## config.mk

```make
export PLATFORM = sky130hd
export DESIGN_NAME = cim_readout_serializer
export DESIGN_NICKNAME = d
export VERILOG_FILES = /design/src/rtl/cim_readout_serializer.sv
export SDC_FILE = /design/constraint.sdc
export NUM_CORES = 1
export LEC_CHECK = 0
export ABC_CLOCK_PERIOD_IN_PS = 4100
export BUFFER_PORTS_ARGS = -buffer_cell sky130_fd_sc_hd__buf_2
export CAP_MARGIN = 20
export CORE_MARGIN = 2
export CORE_UTILIZATION = 52
export CTS_CLUSTER_DIAMETER = 150
export DETAILED_ROUTE_END_ITERATION = 8
export PLACE_DENSITY = 0.82
export SYNTH_ARGS = -nofsm -noshare
export SYNTH_HDL_FRONTEND = slang
export SYNTH_SLANG_ARGS = --single-unit
```

## constraint.sdc

```tcl
create_clock -name clk -period 4.1 [get_ports clk]
set_input_delay 0.205 -clock clk [delete_from_list [all_inputs] [get_ports clk]]
set_output_delay 0.205 -clock clk [all_outputs]
set_load 0.05 [all_outputs]
```

## src/rtl/cim_readout_serializer.sv

```systemverilog
// Captures a 192-bit CIM readout vector on a strobe and streams it as 32-bit beats over valid/ready.
// Back-to-back capture on the final beat avoids a bubble; captures while busy are dropped and flagged.
module cim_readout_serializer #(
  parameter int DATA_W = 192,
  parameter int WORD_W = 32,
  parameter int NWORDS = DATA_W / WORD_W,
  parameter int IDX_W  = 3,
  parameter int TAG_W  = 8
) (
  input  logic              clk,
  input  logic              rst,
  input  logic [DATA_W-1:0] q_in,
  input  logic              cap_en,
  input  logic [TAG_W-1:0]  cap_tag,
  output logic              cap_busy,
  output logic [WORD_W-1:0] out_data,
  output logic              out_valid,
  input  logic              out_ready,
  output logic [IDX_W-1:0]  out_idx,
  output logic              out_last,
  output logic [TAG_W-1:0]  out_tag,
  output logic              ovf_err,
  input  logic              clr_err
);

  typedef enum logic {IDLE = 1'b0, SHIFT = 1'b1} state_t;

  state_t                         state_q, state_d;
  logic [NWORDS-1:0][WORD_W-1:0]  buf_q, buf_d;
  logic [WORD_W-1:0]              out_data_q, out_data_d;
  logic [IDX_W-1:0]               out_idx_q, out_idx_d;
  logic [TAG_W-1:0]               out_tag_q, out_tag_d;
  logic                           out_valid_q, out_valid_d;
  logic                           ovf_q, ovf_d;
  logic                           transfer, accept, drop;
  logic [IDX_W-1:0]               idx_inc;

  always_ff @(posedge clk) begin
    if (rst) begin
      state_q     <= IDLE;
      out_data_q  <= '0;
      out_idx_q   <= '0;
      out_tag_q   <= '0;
      out_valid_q <= 1'b0;
      ovf_q       <= 1'b0;
    end else begin
      state_q     <= state_d;
      out_data_q  <= out_data_d;
      out_idx_q   <= out_idx_d;
      out_tag_q   <= out_tag_d;
      out_valid_q <= out_valid_d;
      ovf_q       <= ovf_d;
    end
  end

  // Buffer contents are don't-care after reset, so no reset term.
  always_ff @(posedge clk) begin
    buf_q <= buf_d;
  end

  always_comb begin
    state_d = state_q;
    case (state_q)
      IDLE:    if (accept) state_d = SHIFT;
      SHIFT:   if (transfer && out_last && !accept) state_d = IDLE;
      default: state_d = IDLE;
    endcase
  end

  always_comb begin
    out_last = out_valid_q && (out_idx_q == IDX_W'(NWORDS - 1));
    transfer = out_valid_q && out_ready;
    cap_busy = (state_q == SHIFT) && !(transfer && out_last);
    accept   = cap_en && !cap_busy;
    drop     = cap_en && cap_busy;
  end

  always_comb begin
    buf_d       = buf_q;
    out_data_d  = out_data_q;
    out_idx_d   = out_idx_q;
    out_tag_d   = out_tag_q;
    idx_inc     = out_idx_q + IDX_W'(1);
    if (accept) begin
      buf_d      = q_in;
      out_data_d = q_in[WORD_W-1:0];
      out_idx_d  = '0;
      out_tag_d  = cap_tag;
    end else if (transfer && !out_last) begin
      out_idx_d  = idx_inc;
      out_data_d = buf_q[idx_inc];
    end
    out_valid_d = (state_d == SHIFT);
    // Set has priority over clear so a drop coinciding with clr_err is never lost.
    if (drop)         ovf_d = 1'b1;
    else if (clr_err) ovf_d = 1'b0;
    else              ovf_d = ovf_q;
  end

  assign out_data  = out_data_q;
  assign out_idx   = out_idx_q;
  assign out_tag   = out_tag_q;
  assign out_valid = out_valid_q;
  assign ovf_err   = ovf_q;

endmodule

```

# Word-level counts from Yosys, hierarchy flattened
# Cells that the tools add are included.
# totals
input_bits	205
regBits	237
# op_classes
bitwise	1
order_cmp	1
eq_ne	1
n_reduce_logical	15
muxes	9
n_addsub	1
# op_table
op	n
$bmux W32 S3	1
$mux W32	3
$logic_and A1 B1 Y1	8
$logic_not A1 Y1	4
$lt A3 B4 Y1 const B	1
$mux W1	4
$reduce_bool A2 Y1	2
$add A3 B1 Y3 const B	1
$eq A3 B3 Y1 const B	1
$pmux W1 S2	1
$reduce_or A2 Y1	1
$not A1 Y1	1

# Depth between registers and ports, before layout
# logic_depth
word_depth	11
mapped_depth	8
depth_no_buf	7

# Worst setup path after synthesis
# OpenSTA, ideal clock, no wires.
# synth_timing
path_kind	reg2reg
from	register out_idx_q[0], in the netlist out_idx[0]
to	register buf_q[0] (netlist name), enable pin
setup_time_ns	0.470
t_arrival_ns	3.698
stages_incl_launch_ff	6
path_buffers	1
period_less_slack_ns	4.168
slack_ns	-0.068
path_cell_list	dfxtp_1 ha_1 nand3_1 a21bo_1 inv_1 buf_2
# synth_via
elab_chain_len	7
# synth_lines
element	line	source
start, declared	31	logic [IDX_W-1:0] out_idx_q, out_idx_d;
start signal, assigned	49	out_idx_q <= out_idx_d;
$eq A3 B3 Y1	71	out_last = out_valid_q && (out_idx_q == IDX_W'(NWORDS - 1));
$logic_and A1 B1 Y1	71	
$logic_and A1 B1 Y1	73	cap_busy = (state_q == SHIFT) && !(transfer && out_last);
$logic_not A1 Y1	73	
$logic_and A1 B1 Y1	73	
$logic_not A1 Y1	74	accept = cap_en && !cap_busy;
$logic_and A1 B1 Y1	74	
net accept	35	logic transfer, accept, drop;
end signal, assigned	58	buf_q <= buf_d;
end, declared	29	logic [NWORDS-1:0][WORD_W-1:0] buf_q, buf_d;
# The timed path passes the listed nets, and every way through them passes these cells.
# A chain may end at the register's enable or synchronous reset.

# Final worst setup path
# layout_timing
from	register out_idx_q[0], in the netlist out_idx[0]
to	register buf_q[186] (netlist name), enable pin
# layout_via
elab_chain_len	7
# layout_lines
element	line
$eq A3 B3 Y1	71
$logic_and A1 B1 Y1	71
$logic_and A1 B1 Y1	73
$logic_not A1 Y1	73
$logic_and A1 B1 Y1	73
$logic_not A1 Y1	74
$logic_and A1 B1 Y1	74
# No other way between the ends.

==> impl_metrics.py <==
metrics = {
    "run_status": {
        "status": "finished clean",
    },
    "timing": {
        "final_hold_viol_count": 0,
        "setup_slack_ns": 1.41,
        "tns_ns": 0,
        "fin_crit_sh_pct": 65.6,
        "drv_slew": 0,
        "rsz0062_at_grt": "false",
        "setup_viol": 0,
        "finalCriticalPeriod_ns": 2.69,
        "max_freq_ghz": 0.372,
        "maxSlewHeadroom_pct": 30.9,
        "fin_skew_ns": 0.00983,
        "fin_hold_ws_ns": 0.0316,
        "tightest_slew_ns": 1.03,
    },
    "placement": {
        "dp_slack_ns": 1.44,
        "gp_congestion": 0.789,
        "io_buffers": 251,
        "dp_hpwl_um": 14300,
    },
    "global_route": {
        "antenna_found_initial": 1,
        "grt_busiest_layer": "met2",
        "grtUsageTotal_pct": 30.1,
        "met1_usage_pct": 36.7,
        "grt_max_degree": 87,
        "grtUsageMet3_pct": 7.12,
        "grtUsageMet2_pct": 52.6,
        "grt_pass1_wl_um": 41500,
        "grt-ovfl-total": 0,
        "first_global_vias": 7508,
    },
    "die": {
        "die-area_um2": 18500,
        "core_region_area_um2": 17200,
        "die_x_um": 136,
        "row_count": 48,
        "die_y_um": 136,
        "io_pins": 252,
        "start_util_pct": 52.7,
    },
    "drt": {
        "ant_nets": 0,
        "routedWlPerCell_um": 22.8,
        "drc": 0,
        "vias": 6884,
        "wl_um": 27600,
        "drt_iter0_markers": 550,
        "first_pass_iters": 5,
        "viasPerCell": 5.68,
    },
    "cts": {
        "htreeDepth": 1,
        "postCtsSetupBuffers": 0,
        "clock-root-buffer": "clkbuf_16",
        "cts_sinks": 237,
        "path_clk_slew_ns": 0.06,
        "clockBufferDepth": 3,
        "cts_made_buffers": 25,
        "hold_buffers": 201,
        "cts_tree": "yes",
        "cts_resized": 0,
        "worstSkewPairLatency_ns": 0.51,
    },
    "synthesis": {
        "yosys.area.top_type": "edfxtp_1",
        "yosysTopAreaCellShare_pct": 63.7,
        "syn_area_per_cell_um2": 17.5,
        "yosysUniqueCellTypes": 29,
        "syn_inst": 517,
        "synth.area.top_cells": "edfxtp_1 (64%), dfxtp_1 (10%), mux4_2 (8.0%)",
        "synth_seq_cells": 237,
        "seq_area_frac_synth_pct": 73.6,
        "ys_warn_count": 0,
        "syn_nets": 724,
        "syn-cell-area_um2": 9050,
    },
    "worst_setup_path": {
        "criticalPathCategory": "flop to flop",
        "cp.arrival_ns": 2.86,
        "cp_max_fo": 86,
        "critPathCaptureType": "flop",
        "cp.required_ns": 4.27,
        "critPathLaunchType": "flop",
    },
    "finish": {
        "nets": 1175,
        "fillCellCount": 888,
        "drive_above_1_share_pct": 38.1,
        "syn2layout_area_growth_pct": 47.4,
    },
    "job": {
        "cap_viol_max_count": 0,
    },
    "min_path": {
        "hold_class": "input pin to flop",
    },
    "power_and_ir_drop": {
        "p_leak_nw": 5.17,
        "pwr_density_cell_nw_per_um2": 435,
        "ir_drop_mv": 0.376,
    },
}
==> worst max-delay path: stages (launching register included) <==
cell     delay, ns
dfxtp_4       0.66
ha_2          0.33
nand3_1       0.11
a21bo_2       0.30
inv_8         0.42
buf_4         0.44
==> registers in the layout (all words and copies together), names as in the netlist <==
name and flops:
out_idx 3, out_tag 8, out_valid 1, ovf_err 1, out_data 32, buf_q 192
==> worst paths after layout <==
kind | endpoint | startpoint | slack (ns) | cells past startpoint
worst max-delay path | buf_q[186]$_DFFE_PP_ | out_idx[0]$_SDFFE_PP0P_ | 1.41 | 5
worst max register to register | buf_q[186]$_DFFE_PP_ | out_idx[0]$_SDFFE_PP0P_ | 1.41 | 5
worst min register to register | out_tag[7]$_SDFFE_PP0P_ | out_tag[7]$_SDFFE_PP0P_ | 0.47 | 2
worst min-delay path | out_valid$_SDFF_PP0_ | cap_en | 0.03 | 3
==> kinds of logic after synthesis <==
kind of cell,count (synthesis),share of synthesized area (%)
flops,237,73.6
simple gates,92,4.46
compound gates,77,6.73
mux,64,11.9
buf+inv,41,2.49
xor+xnor,4,0.470
fa+ha+maj,2,0.276
==> cell type report <==
class | instances | area, um^2 | share of cell area (%)
well taps | 225 | 282 | 2.11
clock buffers | 37 | 701 | 5.25
diodes | 1 | 2.50 | 0.0188
inverters | 3 | 18.8 | 0.141
multi-input cells | 239 | 2190 | 16.4
repair buffers | 462 | 3390 | 25.4
clock inverters | 7 | 88.8 | 0.666
flip-flops and latches | 237 | 6670 | 50.0
==> routing by layer <==
layer / vias up / part of all wire (%)
li1: 2974 / -
met1: 3336 / 36
met2: 500 / 51
met3: 74 / 10
met4: 0 / 3.1
met5: - / 0
==> cells in the final DEF (no fill, tap or decap), types with 2 or more instances in the layout <==
cell type | synthesis | layout
buf_2 | 21 | 251
dlygate4sd3_1 | 0 | 201
edfxtp_1 | 192 | 192
nand2_1 | 48 | 48
dfxtp_1 | 45 | 44
nand3_1 | 34 | 34
mux4_2 | 32 | 32
mux2_2 | 32 | 32
o22ai_1 | 32 | 32
a311oi_1 | 27 | 27
clkbuf_16 | 0 | 25
a21oi_1 | 9 | 9
clkbuf_1 | 9 | 9
buf_4 | 2 | 7
a311oi_2 | 5 | 5
nor2_1 | 4 | 4
clkbuf_8 | 0 | 3
and2_2 | 2 | 2
inv_1 | 3 | 2
nor3_1 | 2 | 2
bufinv_16 | 0 | 2
clkinv_2 | 0 | 2
clkinvlp_4 | 0 | 2
buf_12 | 0 | 2
==> per-stage QoR <==
stage	cells	power, mW	utilization, %	area (um^2)
after CTS	1208	5.77	77.4	13300
after floorplan	517	3.24	-	9060
final	1211	5.81	77.7	13300
after detailed placement	963	3.47	61.1	10500
after global placement	963	3.44	61.1	10500
after global routing	1211	5.98	77.7	13300
==> report_power, final <==
| part | switching [mW] | internal (mW) |
|---|---|---|
| Clock | 0.888 | 1.30 |
| Sequential | 0.0674 | 2.77 |
| Combinational | 0.424 | 0.355 |
==> Yosys cell counts (all sizes together) <==
cell / n
and3: 1
xor2: 2
nor2b: 1
a21oi: 9
a21bo: 1
mux2: 32
xnor2: 2
nor2: 4
inv: 3
and2: 2
a2111oi: 1
dfxtp: 45
nand3: 34
ha: 2
mux4: 32
a2bb2oi: 1
a311oi: 32
edfxtp: 192
o22ai: 32
a21boi: 1
nand2: 48
clkbuf: 9
nor3: 2
buf: 29
Power figures use the tool's default switching activity.
